<file path="config.mk">
export PLATFORM = sky130hd
export DESIGN_NAME = ws2811_rx
export DESIGN_NICKNAME = d
export VERILOG_FILES = /design/src/rtl/ws2811_pkg.sv /design/src/rtl/ws2811_rx_sync.sv /design/src/rtl/ws2811_rx.sv
export SDC_FILE = /design/constraint.sdc
export NUM_CORES = 1
export LEC_CHECK = 0
export ABC_CLOCK_PERIOD_IN_PS = 2610
export CORE_MARGIN = 5
export CORE_UTILIZATION = 56
export DETAILED_ROUTE_END_ITERATION = 8
export PLACE_DENSITY_LB_ADDON = 0.3
export SLEW_MARGIN = 20
export SYNTH_ARGS = -nofsm -noshare
export SYNTH_HDL_FRONTEND = slang
export SYNTH_SLANG_ARGS = --single-unit
export TNS_END_PERCENT = 30
</file>
<file path="constraint.sdc">
create_clock -name clk -period 2.61 [get_ports clk]
set_clock_uncertainty 0.05 [all_clocks]
set_input_delay 0.522 -clock clk [delete_from_list [all_inputs] [get_ports clk]]
set_output_delay 0.522 -clock clk [all_outputs]
set_load 0.005 [all_outputs]
</file>
<file path="src/rtl/ws2811_pkg.sv">
// ws2811_pkg: shared definitions for the WS2811 transmitter and receiver.
//   - log2: ceiling log2 used to size address/counter fields (minimum 1).
//   - Timing helpers, all derived from the system clock frequency:
//       cycle_count  clocks per 1.25 us bit period
//       bit_thresh   high-time boundary between a '0' and a '1'
//       min_high     shortest high time accepted as a bit
//       max_high     longest high time accepted as a bit
//       latch_cycles low time that ends a frame (50 us)
//   - GRB color indices, in the order bytes appear on the wire.
package ws2811_pkg;

  localparam int COLOR_G = 0;
  localparam int COLOR_R = 1;
  localparam int COLOR_B = 2;

  function automatic int log2(input int v);
    int r;
    r = 0;
    while ((1 << r) < v) r = r + 1;
    return (r < 1) ? 1 : r;
  endfunction

  function automatic int cycle_count(input int sys_clk);
    return sys_clk / 800000;
  endfunction

  function automatic int bit_thresh(input int sys_clk);
    return cycle_count(sys_clk) * 3 / 8;
  endfunction

  function automatic int min_high(input int sys_clk);
    return cycle_count(sys_clk) / 8;
  endfunction

  function automatic int max_high(input int sys_clk);
    return cycle_count(sys_clk);
  endfunction

  function automatic int latch_cycles(input int sys_clk);
    return 40 * cycle_count(sys_clk);
  endfunction

  // LSB of a color byte inside the 24-bit word; G was shifted in first so it
  // ends up in the top byte.
  function automatic int color_lsb(input int color);
    return (2 - color) * 8;
  endfunction

endpackage

</file>
<file path="src/rtl/ws2811_rx_sync.sv">
// ws2811_rx_sync: brings the asynchronous DI line into the clk domain and
// produces single-cycle edge pulses.
//   clk, reset : clock, synchronous active-high reset
//   di         : raw serial input
//   level      : synchronized line level, aligned with rise/fall
//   rise, fall : 1-cycle pulses on the synchronized edges
// Two flops resolve metastability; the third delays the level so the edge
// pulses and level change in the same cycle (3 cycles from DI to edge).
module ws2811_rx_sync (
  input  logic clk,
  input  logic reset,
  input  logic di,
  output logic level,
  output logic rise,
  output logic fall
);

  logic meta_q, meta_d;
  logic sync_q, sync_d;
  logic prev_q, prev_d;
  logic rise_q, rise_d;
  logic fall_q, fall_d;

  always_comb begin
    meta_d = di;
    sync_d = meta_q;
    prev_d = sync_q;
    rise_d = sync_q & ~prev_q;
    fall_d = ~sync_q & prev_q;
  end

  always_ff @(posedge clk) begin
    if (reset) begin
      meta_q <= 1'b0;
      sync_q <= 1'b0;
      prev_q <= 1'b0;
      rise_q <= 1'b0;
      fall_q <= 1'b0;
    end else begin
      meta_q <= meta_d;
      sync_q <= sync_d;
      prev_q <= prev_d;
      rise_q <= rise_d;
      fall_q <= fall_d;
    end
  end

  assign level = prev_q;
  assign rise  = rise_q;
  assign fall  = fall_q;

endmodule

</file>
<file path="src/rtl/ws2811_rx.sv">
// ws2811_rx: WS2811 800 kHz single-wire receiver.
//   clk, reset   : clock, synchronous active-high reset
//   DI           : asynchronous serial line
//   pixel_valid  : 1-cycle pulse, address/red/green/blue valid
//   address      : index of the presented pixel within the frame
//   red/green/blue : decoded bytes, held until the next pixel
//   frame_done   : 1-cycle pulse at the latch gap of a frame with data
//   pixel_count  : pixels in the finished frame (saturates at NUM_PIXELS)
//   error        : 1-cycle pulse on a bad pulse width, overflow pixel or
//                  partial pixel at latch
//   busy         : high from the first edge of a frame until its latch
// Each bit is classified by its high time, measured on the synchronized line.
module ws2811_rx
  import ws2811_pkg::*;
#(
  parameter int NUM_PIXELS   = 150,
  parameter int SYSTEM_CLOCK = 50000000,
  localparam int ADDR_W      = log2(NUM_PIXELS)
) (
  input  logic              clk,
  input  logic              reset,
  input  logic              DI,
  output logic              pixel_valid,
  output logic [ADDR_W-1:0] address,
  output logic [7:0]        red,
  output logic [7:0]        green,
  output logic [7:0]        blue,
  output logic              frame_done,
  output logic [ADDR_W:0]   pixel_count,
  output logic              error,
  output logic              busy
);

  localparam int HW = log2(max_high(SYSTEM_CLOCK) + 2);
  localparam int LW = log2(latch_cycles(SYSTEM_CLOCK) + 1);

  localparam logic [HW-1:0]   MIN_HIGH_C   = HW'(min_high(SYSTEM_CLOCK));
  localparam logic [HW-1:0]   MAX_HIGH_C   = HW'(max_high(SYSTEM_CLOCK));
  localparam logic [HW-1:0]   HIGH_SAT_C   = HW'(max_high(SYSTEM_CLOCK) + 1);
  localparam logic [HW-1:0]   BIT_THRESH_C = HW'(bit_thresh(SYSTEM_CLOCK));
  localparam logic [LW-1:0]   LATCH_C      = LW'(latch_cycles(SYSTEM_CLOCK));
  localparam logic [ADDR_W:0] NUM_PIX_C    = (ADDR_W + 1)'(NUM_PIXELS);

  localparam int G_LSB = color_lsb(COLOR_G);
  localparam int R_LSB = color_lsb(COLOR_R);
  localparam int B_LSB = color_lsb(COLOR_B);

  typedef enum logic [1:0] {S_SYNC, S_IDLE, S_HIGH, S_LOW} state_t;

  logic level, rise, fall;

  ws2811_rx_sync u_sync (
    .clk   (clk),
    .reset (reset),
    .di    (DI),
    .level (level),
    .rise  (rise),
    .fall  (fall)
  );

  state_t            state_q, state_d;
  logic [HW-1:0]     high_cnt_q, high_cnt_d;
  logic [LW-1:0]     low_cnt_q, low_cnt_d;
  logic [22:0]       shift_q, shift_d;
  logic [4:0]        bit_cnt_q, bit_cnt_d;
  logic [ADDR_W:0]   pix_cnt_q, pix_cnt_d;
  logic              pixel_valid_q, pixel_valid_d;
  logic [ADDR_W-1:0] address_q, address_d;
  logic [7:0]        red_q, red_d;
  logic [7:0]        green_q, green_d;
  logic [7:0]        blue_q, blue_d;
  logic              frame_done_q, frame_done_d;
  logic [ADDR_W:0]   pixel_count_q, pixel_count_d;
  logic              error_q, error_d;
  logic              busy_q, busy_d;

  logic        bit_val;
  logic        pulse_ok;
  logic [23:0] word;

  always_comb begin
    bit_val  = (high_cnt_q >= BIT_THRESH_C);
    pulse_ok = (high_cnt_q >= MIN_HIGH_C) && (high_cnt_q <= MAX_HIGH_C);
    word     = {shift_q, bit_val};

    state_d       = state_q;
    high_cnt_d    = high_cnt_q;
    low_cnt_d     = low_cnt_q;
    shift_d       = shift_q;
    bit_cnt_d     = bit_cnt_q;
    pix_cnt_d     = pix_cnt_q;
    pixel_valid_d = 1'b0;
    address_d     = address_q;
    red_d         = red_q;
    green_d       = green_q;
    blue_d        = blue_q;
    frame_done_d  = 1'b0;
    pixel_count_d = pixel_count_q;
    error_d       = 1'b0;
    busy_d        = busy_q;

    // high_cnt holds its value through the low phase so the falling edge
    // can classify it; low_cnt clears whenever the line is high, which also
    // restarts the SYNC wait on any pulse.
    if (rise)
      high_cnt_d = HW'(1);
    else if (level && high_cnt_q != HIGH_SAT_C)
      high_cnt_d = high_cnt_q + 1'b1;

    if (level)
      low_cnt_d = '0;
    else if (low_cnt_q != LATCH_C)
      low_cnt_d = low_cnt_q + 1'b1;

    if (pixel_valid_q)
      address_d = address_q + 1'b1;

    case (state_q)
      S_SYNC: begin
        if (low_cnt_q == LATCH_C)
          state_d = S_IDLE;
      end
      S_IDLE: begin
        if (rise) begin
          state_d   = S_HIGH;
          busy_d    = 1'b1;
          address_d = '0;
          pix_cnt_d = '0;
          bit_cnt_d = '0;
        end
      end
      S_HIGH: begin
        if (fall) begin
          state_d = S_LOW;
          if (!pulse_ok) begin
            error_d   = 1'b1;
            bit_cnt_d = '0;
          end else begin
            shift_d = word[22:0];
            if (bit_cnt_q == 5'd23) begin
              bit_cnt_d = '0;
              if (pix_cnt_q < NUM_PIX_C) begin
                pixel_valid_d = 1'b1;
                address_d     = pix_cnt_q[ADDR_W-1:0];
                green_d       = word[G_LSB +: 8];
                red_d         = word[R_LSB +: 8];
                blue_d        = word[B_LSB +: 8];
                pix_cnt_d     = pix_cnt_q + 1'b1;
              end else begin
                // overflow pixels are counted as errors; pix_cnt stays
                // saturated at NUM_PIXELS
                error_d = 1'b1;
              end
            end else begin
              bit_cnt_d = bit_cnt_q + 1'b1;
            end
          end
        end
      end
      S_LOW: begin
        if (rise) begin
          state_d = S_HIGH;
        end else if (low_cnt_q == LATCH_C) begin
          state_d   = S_IDLE;
          error_d   = (bit_cnt_q != 5'd0);
          if (pix_cnt_q != '0) begin
            frame_done_d  = 1'b1;
            pixel_count_d = pix_cnt_q;
          end
          busy_d    = 1'b0;
          address_d = '0;
          bit_cnt_d = '0;
        end
      end
      default: state_d = S_SYNC;
    endcase
  end

  always_ff @(posedge clk) begin
    if (reset) begin
      state_q       <= S_SYNC;
      high_cnt_q    <= '0;
      low_cnt_q     <= '0;
      shift_q       <= '0;
      bit_cnt_q     <= '0;
      pix_cnt_q     <= '0;
      pixel_valid_q <= 1'b0;
      address_q     <= '0;
      red_q         <= '0;
      green_q       <= '0;
      blue_q        <= '0;
      frame_done_q  <= 1'b0;
      pixel_count_q <= '0;
      error_q       <= 1'b0;
      busy_q        <= 1'b0;
    end else begin
      state_q       <= state_d;
      high_cnt_q    <= high_cnt_d;
      low_cnt_q     <= low_cnt_d;
      shift_q       <= shift_d;
      bit_cnt_q     <= bit_cnt_d;
      pix_cnt_q     <= pix_cnt_d;
      pixel_valid_q <= pixel_valid_d;
      address_q     <= address_d;
      red_q         <= red_d;
      green_q       <= green_d;
      blue_q        <= blue_d;
      frame_done_q  <= frame_done_d;
      pixel_count_q <= pixel_count_d;
      error_q       <= error_d;
      busy_q        <= busy_d;
    end
  end

  assign pixel_valid = pixel_valid_q;
  assign address     = address_q;
  assign red         = red_q;
  assign green       = green_q;
  assign blue        = blue_q;
  assign frame_done  = frame_done_q;
  assign pixel_count = pixel_count_q;
  assign error       = error_q;
  assign busy        = busy_q;

endmodule

</file>
== Word level (Yosys, flattened, before mapping) ==
Cells that the tools add are included.

* Add/sub/neg operators: 5
* $lt $le $gt $ge: 4
* Equal/unequal tests: 14
* Mux-type cells: 42
* Bitwise operators: 11
* Reductions and logical operators: 20

{| class="wikitable"
|+ Operator list
! cell !! number
|-
| $mux W8 || 8
|-
| $mux W9 || 5
|-
| $mux W5 || 6
|-
| $pmux W8 S3 || 1
|-
| $pmux W9 S2 || 1
|-
| $pmux W5 S3 || 1
|-
| $mux W1 || 13
|-
| $add A12 B1 Y12 const B || 1
|-
| $eq A12 B12 Y1 const B || 1
|-
| $ne A12 B12 Y1 const B || 1
|-
| $ne A2 B2 Y1 const B || 5
|-
| $reduce_and A5 Y1 || 2
|-
| $add A9 B1 Y9 const B || 1
|-
| $lt A9 B8 Y1 const B || 1
|-
| $not A1 Y1 || 9
|-
| $reduce_bool A9 Y1 || 1
|-
| $add A8 B1 Y8 const B || 1
|-
| $mux W2 || 4
|-
| $pmux W2 S4 || 1
|-
| $reduce_and A4 Y1 || 2
|-
| $add A6 B1 Y6 const B || 1
|-
| $ge A6 B3 Y1 const B || 1
|-
| $ge A6 B5 Y1 const B || 1
|-
| $le A6 B6 Y1 const B || 1
|-
| other kinds (19) || 27
|}

* Register bits: 107
* Input port bits: 3
* Output and inout port bits: 45
* Word-level logic and storage cells: 117

== Depth between registers and ports, before layout ==
* Depth after elaboration: 7
* Depth in mapped cells: 9

== By module ==
Synthesis repeated with hierarchy kept, for this count alone.

* Cells, all modules: 531
* Area, all modules: 4,365.4 um^2

{| class="wikitable"
|+ By module, submodules not included
! module !! instances !! cells each !! area an instance (um^2) !! seq. area each (um^2)
|-
| ws2811_rx || 1 || 521 || 4,231.6 || 2,042.0
|-
| ws2811_rx_sync || 1 || 10 || 133.9 || 100.1
|}

== Least setup slack after synthesis ==
Ideal clock, no wire load.

* Path type: flip-flop to flip-flop
* Start point: register high_cnt_q[0]
* End point: register pix_cnt_q[0]
* Setup time: 126 ps
* Data arrival time: 1,749 ps
* Setup slack: 685 ps
* Cell stages (with the launch flop): 9
* Path buffers: 2
* Cells stage by stage: dfxtp_1 > ha_1 > a2111o_1 > o211a_1 > buf_4 > a21oi_2 > buf_6 > xnor2_1 > nor2_1

* Word-level cells in the longest chain between the ends: 4

{| class="wikitable"
|+ RTL lines
! element !! RTL line !! text
|-
| start, declared || ws2811_rx.sv:62 || <nowiki>logic [HW-1:0] high_cnt_q, high_cnt_d;</nowiki>
|-
| start signal, assigned || ws2811_rx.sv:198 || <nowiki>high_cnt_q <= high_cnt_d;</nowiki>
|-
| $ge A6 B3 Y1 or $le A6 B6 Y1 (tied branches) || ws2811_rx.sv:83 || <nowiki>pulse_ok = (high_cnt_q >= MIN_HIGH_C) && (high_cnt_q <= MAX_HIGH_C);</nowiki>
|-
| $logic_and A1 B1 Y1 * || ws2811_rx.sv:83 ||
|-
| $ne A2 B2 Y1 (no line) * || -- ||
|-
| $reduce_and A6 Y1 (no line) * || -- ||
|-
| end signal, assigned || ws2811_rx.sv:202 || <nowiki>pix_cnt_q <= pix_cnt_d;</nowiki>
|-
| end, declared || ws2811_rx.sv:66 || <nowiki>logic [ADDR_W:0] pix_cnt_q, pix_cnt_d;</nowiki>
|}

Mark *: on every way between the ends. The rest lies on a longest branch, timed or not.
A chain may end at the register's enable or synchronous reset.

== Worst setup path in the final report ==
* Start point: register high_cnt_q[0]
* End point: register pix_cnt_q[7]

The elaborated chain is that of the path after synthesis.

==> impl_results.md <==
- Status: finished clean
- Tot GR Track Use: 19.6%
- Routed via count: 3760
- Synth Cell Area: 4580 um^2
- IO buf count: 47
- Root buffer cell: clkbuf_8
- Clk_lat worst skew: 0.37 ns
- Slew HR: 57.9%
- Worst-path clk slew: 0.10 ns
- Area grow syn2layout: 16.1%
- Die Area: 10100 um^2
- Crit Path Category: reg2reg
- EDFF count, synth: 0
- Unrepaired setup endpoints after global routing: false
- # IOs: 48
- Cell Rows: 33
- Hold-fix buffers at CTS: 0
- Post-route cell area: 5320 um^2
- Layout cells sized above 1: 7.42%
- Startpoint Class: register
- Final Wtd Congestion: 0.857
- Dpl cells: 655
- Mean post-synth cell area: 8.78 um^2
- Vias/cell: 5.60
- TritonCTS clock tree: yes
- H-tree depth: 3
- Worst slew pin tran: 0.627 ns
- Global-route wire length before repair: 16400 um
- Pwr/cell area: 497 nW/um^2
- Setup TNS: 0 ns
- Vias in the first global route: 3628
- Drt wl/cell: 14.3 um
- Cell count after synthesis: 522
- Seq cells post-synth: 107
- CP required: 2.82 ns
- Post-Layout Cell Count: 671
- Sequential cell area fraction in the yosys report: 46.8%
- Async S/R FF share, synth: 0%
- Die height: 100 um
- Final hold vios: 0
- CTS Sinks: 107
- Antenna viol nets, final: 0
- Synthesized net count: 534
- Final Setup Violations: 0
- Worst-path fanout max: 28
- Crit share post-route: 85.7%
- Most frequent cells in the layout: dfxtp_1 (107), nand2_1 (71), nor2_1 (56), a21oi_1 (50), clkdlybuf4s50_1 (46)
- Post-CTS Setup Inserts: 0
- Cts bufs inserted: 9
- Leakage: 1.78 nW
- Maxcap violations: 0
- Final wirelength: 9630 um
- Placed Area: 5140 um^2
- Nets: 573
- Detailed placer's ending HPWL: 6850 um
- CP Data Arrival Time: 2.45 ns
- CTS resizes: 0
- Core Area: 8090 um^2
- Peak VDD IR: 364 uV
- Yosys warns: 0
- Synth unique cells: 59
- DRT iter0 DRCs: 180
- Pin count of the biggest net entering global routing: 40
- Die width: 100 um
- Total iterations of the first detailed-routing run: 5
- F_max: 447 MHz
- Hold WC Path Type: reg2reg
- Commonest non-fill, non-tap cell in the layout: dfxtp_1
- Initial antenna violation count: 0
- Setup crit end kind: register
- Tmin final: 2.24 ns
- Slew Limit Fails: 0
- Initial Util: 56.6%
- DR DRC count: 0
- Clock Tree Buf Depth: 2
- Inserted Diodes: 0
- Grt ovf: 0
- Top_reg_cell synth: dfxtp_1
[synth_stat cells (all sizes together) (2+ instances only)]
cell    instances  area (um^2)
buf            10         62.6
o211a           2         20.0
or2             2         12.5
a22oi           5         37.5
a21oi          51          259
mux2i          25          250
nor3           12         70.1
and3            6         37.5
nor2b           5         31.3
nor2           57          214
ha              9          113
nand4          12         87.6
a221oi          3         26.3
or3             8         55.1
o21ai          12         60.1
a211oi          5         42.5
nor3b           3         22.5
o21a            2         15.0
xnor2           9         78.8
nand3b          2         15.0
o211ai          5         37.5
inv            17         63.8
nor4            4         46.3
nand3          18         90.1
nand2          71          267
dfxtp         107         2140
nand2b          4         25.0
and2            2         12.5
a31oi           3         18.8
xor2           15          131
clkbuf         18         67.6
[state kept, by name, summed over array words and instances, names as in the netlist, 2 cells and up]
register and flops:
high_cnt_q 6, shift_q 23, low_cnt_q 12, blue 8
pix_cnt_q 9, state_q 2, bit_cnt_q 5, green 8
address 8, pixel_count 9, red 8
[logic make-up (layout without fill, tap and decap cells)]
group | after synthesis | in the layout | synth area share (%)
AND/OR/NAND/NOR | 213 | 213 | 23.0
flip-flops | 107 | 107 | 46.8
AO/OA/AOI/OAI | 98 | 98 | 13.2
buffers and inverters | 45 | 89 | 4.23
multiplexers | 26 | 26 | 5.71
XOR/XNOR | 24 | 24 | 4.59
adder cells (fa/ha/maj) | 9 | 9 | 2.46
[routing by layer]
metal / wire length [um] / share of wire [%] / global-route usage, %
met1: 4290 / 45 / 24.7
met2: 4730 / 49 / 32.8
met3: 417 / 4.3 / 2.91
met4: 191 / 2.0 / 9.64
met5: 0 / 0 / 0
[power breakdown]
part / switching, W / internal [W]
Sequential: 0.00000918 / 0.00164
Clock: 0.000580 / 0.000362
Combinational: 0.0000365 / 0.0000156
Total: 0.000626 / 0.00202
[area by class of cell]
type | instances | area, um^2
fill | 687 | 2770
tap | 105 | 131
multi-input combinational | 370 | 2250
clock inverter | 7 | 58.8
timing repair buffer | 56 | 546
inverter | 17 | 63.8
clock buffer | 9 | 124
sequential | 107 | 2140
[stage by stage]
| step | setup slack (ns) | hold slack (ns) | power (W) | utilization, % |
|---|---|---|---|---|
| floorplan | 0.685 | 0.346 | 0.00173 | - |
| global placement | 0.466 | 0.351 | 0.00174 | 63.5 |
| detailed placement | 0.411 | 0.369 | 0.00174 | 63.5 |
| CTS | 0.389 | 0.384 | 0.00266 | 65.7 |
| global route | 0.192 | 0.400 | 0.00274 | 65.7 |
| finish | 0.374 | 0.378 | 0.00264 | 65.7 |
[critical path, cell delays in order (launching register included)]
cell	delay, ns
dfxtp_1	0.37
ha_1	0.27
a2111o_1	0.48
o211ai_1	0.20
buf_4	0.35
o22ai_1	0.19
a31oi_1	0.16
nor2_1	0.05
[final timing paths]
check | startpoint | endpoint | slack, ns | cells after the start
hold reg to reg | u_sync.prev_d$_SDFF_PP0_ | u_sync.fall$_SDFF_PP0_ | 0.38 | 1
setup / recovery | high_cnt_q[0]$_SDFFE_PP0P_ | pix_cnt_q[7]$_SDFFE_PP0P_ | 0.37 | 7
hold / removal | u_sync.prev_d$_SDFF_PP0_ | u_sync.fall$_SDFF_PP0_ | 0.38 | 1
setup reg to reg | high_cnt_q[0]$_SDFFE_PP0P_ | pix_cnt_q[7]$_SDFFE_PP0P_ | 0.37 | 7
Power figures use the tool's default switching activity.
==> variant 1, RTL diff (config.mk and constraints unchanged) <==
Encoding of `state_t`: now one-hot (4 bits for 4 states).
--- a/src/rtl/ws2811_rx.sv
+++ b/src/rtl/ws2811_rx.sv
@@ -46,5 +46,5 @@
   localparam int B_LSB = color_lsb(COLOR_B);
 
-  typedef enum logic [1:0] {S_SYNC, S_IDLE, S_HIGH, S_LOW} state_t;
+  typedef enum logic [3:0] {S_SYNC = 4'b0001, S_IDLE = 4'b0010, S_HIGH = 4'b0100, S_LOW = 4'b1000} state_t;
 
   logic level, rise, fall;
Check against the original RTL: no difference found for any inputs over 10 cycles, from zero or initial values and one cycle with reset high; not proved beyond that.
==> variant 1 against the unedited design <==
Sequential cell count grew 2; area after synthesis grew 2.2%; routed wire length grew 2.0%; worst setup slack lost 0.083 ns; cell area grew 1.8%; critical path depth shrank 2; power grew 2.1%; largest power group unchanged; highest routed layer unchanged.
==> variant 1: results (changes against the unedited design) <==
Layout
  – Nonclk buf count: 59 (+5.4%)
  – Layout cells sized above 1: 7.27% (-0.15 points)
  – Final clock-cell share: 3.35% (-0.083 points)
  – Non-clock buffer share: 10.5% (+0.24 points)
  – Seq cells: 109 (+1.9%)
  – Register Area: 0.00218 mm2 (+1.9%)
  – Fraction of area in multi-input gates: 42.4% (about the same)
  – Comb_multi_in: 366 (-1.1%)
  – Inverters: 15 (-2)
  – Fillers: 673 (-2.0%)
  – Final #Nets: 572 (-0.17%)

Global routing
  – GRT Overall Usage: 19.9% (+0.28 points)
  – Met2 Use GR: 30.9% (-1.8 points)
  – Number of global-route vias before repair: 3535 (-2.6%)
  – Global-route wire length before repair: 16800 um (+2.7%)
  – M1 GR Usage: 27.4% (+2.7 points)

Synth
  – Area share of fa/ha/maj cells after synthesis: 2.41% (-0.053 points)
  – Synth Area in Compound Gates: 12.6% (-0.63 points)
  – Synth top area share: 46.6% (-0.14 points)
  – Synth Area in XOR/XNOR: 4.30% (-0.29 points)
  – Ranking of synthesized cells by area: dfxtp_1, mux2i_1, nand2_1, nor2_1, a21oi_1
  – Synth cell count leaders: dfxtp_1, nand2_1, nor2_1

Timing
  – Normalized max-slew margin: 50.1% (-7.8 points)
  – Tcrit/Tclk final: 88.8% (+3.2 points)

Place
  – Post-DP HPWL: 6720 um (-1.9%)
  – Post-place setup slack: 0.344 ns (-0.0665 ns)
  – Placer Congestion: 0.927 (+8.2%)

Drt
  – Via/cell ratio: 5.65 (+0.91%)
  – Routed wl met2: 4470 um (-5.5%)
  – Initial DRC Count: 124 (-31%)
  – Detailed Routing Iterations Pass 1: 4 (-1)
  – Met1 WL: 4650 um (+8.4%)
  – DR WL/cell: 14.7 um (+2.4%)
  – Met3 wire len: 578 um (+39%)

Power
  – VDD IR max: 0.344 mV (-5.6%)
  – Leakage power: 1.97 nW (+11%)

Run status
  – Status: complete, no violations

Worst setup path
  – Crit path DAT: 2.60 ns (+0.15 ns)
  – Last element of the critical path: pix_cnt_q[2]
  – Crit Path Max Fanout: 16 (-43%)
  – Worst R2R Start: state_q[1]
==> variant 1: cell types whose count changed after synthesis, sizes merged, moves of 4 or more <==
cell,change
mux2i,+7
a21oi,-12
nand2,-6
and3,+4
a32o,+8
==> variant 1: where the power goes <==
| group | switching (W) | internal [W] | total, W |
|---|---|---|---|
| clock | 0.000601 | 0.000363 | 0.000965 |
| sequential | 0.00000858 | 0.00167 | 0.00168 |
| combinational | 0.0000395 | 0.0000158 | 0.0000553 |
==> variant 1: worst max-delay path: stages, from the launching register on <==
cell and delay (ns):
dfxtp_1 0.46, or4b_4 0.66, a211oi_2 0.30, o221ai_2 0.22, or4_1 0.51, nand2_1 0.07
==> variant 1: per-stage QoR <==
step	total power [W]	instance area, um2	cells
6_report	0.00270	5410	669
5_1_grt	0.00280	5410	669
4_1_cts	0.00272	5410	669
3_5_place_dp	0.00177	5230	654
3_3_place_gp	0.00177	5230	654
2_1_floorplan	0.00176	4680	522
==> variant 2, RTL diff (same settings) <==
Without the edit above. `NUM_PIXELS`: 150 -> 300.
--- a/src/rtl/ws2811_rx.sv
+++ b/src/rtl/ws2811_rx.sv
@@ -14,5 +14,5 @@
   import ws2811_pkg::*;
 #(
-  parameter int NUM_PIXELS   = 150,
+  parameter int NUM_PIXELS   = 300,
   parameter int SYSTEM_CLOCK = 50000000,
   localparam int ADDR_W      = log2(NUM_PIXELS)
Interface: changed (resized address and pixel_count); port bits go from 48 to 50. No check against the original RTL was run, so the function may have changed too.
==> variant 2 against the unedited design <==
Global-route usage is 0.38 points lower; cell area is 0.21% higher; power grew 6.9%; area after synthesis is 0.19% higher; sequential power is 2% higher; routed wire length decreased by 1.5%; count of clock-buffer cells in the layout grew 1; worst setup slack about the same; synthesized cell count grew 2.1%; sequential cell count is 3 higher; die area is 0.17% higher.
==> variant 2: results (changes against the unedited design) <==
Layout
  – Final #Nets: 583 (+1.7%)
  – Layout cells sized above 1: 6.08% (-1.3 points)

Drt
  – Met1 WL: 4300 um (+0.26%)
  – Initial DRC Count: 261 (+45%)
  – Post-Route WL: 9480 um (-1.5%)
  – Via/cell ratio: 5.54 (-1.1%)
  – Met3 wire len: 363 um (-13%)
  – Detailed Routing Iterations Pass 1: 4 (-1)
  – Routed wl met2: 4720 um (-0.21%)
  – DR vias: 3775 (+0.40%)

Worst setup path
  – Worst r2r path cells: 6 (-1)
  – Worst R2R End: address[7]
  – R2r setup slk: 0.37 ns (about the same)
  – Crit path DAT: 2.48 ns (+0.03 ns)
  – Crit Path Max Fanout: 7 (-75%)
  – Crit path max-delay cell type: or3_1
  – Worst R2R Start: high_cnt_q[1]

Power
  – Leakage power: 1.88 nW (+5.7%)
  – Sw Ratio: 22.5% (-1.2 points)
  – VDD IR max: 0.334 mV (-8.2%)

Global routing
  – M1 GR Usage: 25.2% (+0.48 points)
  – Largest net degree at the start of global routing: 57 (+43%)
  – Number of global-route vias before repair: 3527 (-2.8%)
  – GRT Overall Usage: 19.2% (-0.38 points)
  – Met2 Use GR: 31.7% (-1.1 points)
  – Global-route wire length before repair: 16000 um (-2.0%)

Synth
  – Yosys cell types: 52 (-12%)
  – Mapped cell area: 0.00459 mm2 (+0.19%)
  – Synth cell count leaders: nand2_1, dfxtp_1, a21oi_1
  – Ranking of synthesized cells by area: dfxtp_1, nand2_1, a21oi_1, nor2_1, xor2_1

Timing
  – Worst hold slack: 0.370 ns (-0.00803 ns)
  – Slew of the pin with the lowest slew margin: 0.684 ns (+0.0575 ns)

Place
  – IO buf count: 49 (+4.3%)
  – Placer Congestion: 0.844 (-1.6%)
  – Cell Area, Placed: 0.00511 mm2 (-0.41%)
  – Post-DP HPWL: 6620 um (-3.3%)
  – Placed cell count: 665 (+1.5%)

CTS
  – Cts bufs inserted: 9 (unchanged)
  – Root Buffer: clkbuf_8

Run status
  – Status: complete, no violations
==> variant 2: cell count changes after synthesis, sizes merged, moves of 4 or more <==
cell / change
nand3: -7
buf: +6
nor2: -19
nand2: +43
inv: -6
mux2i: -16
a21oi: +15
o211ai: -4
o2bb2ai: +9
==> variant 2: worst max path at each step <==
| stage | startpoint | end | slack, ns | cells past startpoint |
|---|---|---|---|---|
| floorplan | high_cnt_q[1] | pix_cnt_q[4] | 0.56 | 8 |
| global placement | high_cnt_q[1] | address[6] | 0.47 | 6 |
| detailed placement | high_cnt_q[1] | address[7] | 0.42 | 6 |
| CTS | high_cnt_q[1] | address[7] | 0.38 | 6 |
| global route | high_cnt_q[1] | shift_q[18] | 0.20 | 7 |
| finish | high_cnt_q[1] | address[7] | 0.37 | 6 |
==> variant 2: logic make-up after synthesis <==
kind of cell,count (synthesis),share of synthesized area (%)
XOR/XNOR,24,4.58
AND/OR/NAND/NOR,229,23.3
AO/OA/AOI/OAI,109,15.1
adder cells (fa/ha/maj),9,2.45
multiplexers,10,2.21
flip-flops,110,48.0
buffers and inverters,42,4.39
==> variant 2: power by group through the flow <==
stage | logic [W] | clock network (W) | registers [W]
5_1_grt | 0.0000600 | 0.00117 | 0.00170
4_1_cts | 0.0000533 | 0.00110 | 0.00169
3_3_place_gp | 0.0000515 | 0 | 0.00173
6_report | 0.0000530 | 0.00108 | 0.00169
2_1_floorplan | 0.0000440 | 0 | 0.00173
3_5_place_dp | 0.0000530 | 0 | 0.00173
==> variant 2: layout make-up <==
type | count | area (um2)
clock buffer | 10 | 138
multi-input combinational | 381 | 2190
fill | 678 | 2760
timing repair buffer | 58 | 553
clock inverter | 6 | 77.6
tap | 105 | 131
sequential | 110 | 2200
inverter | 11 | 41.3
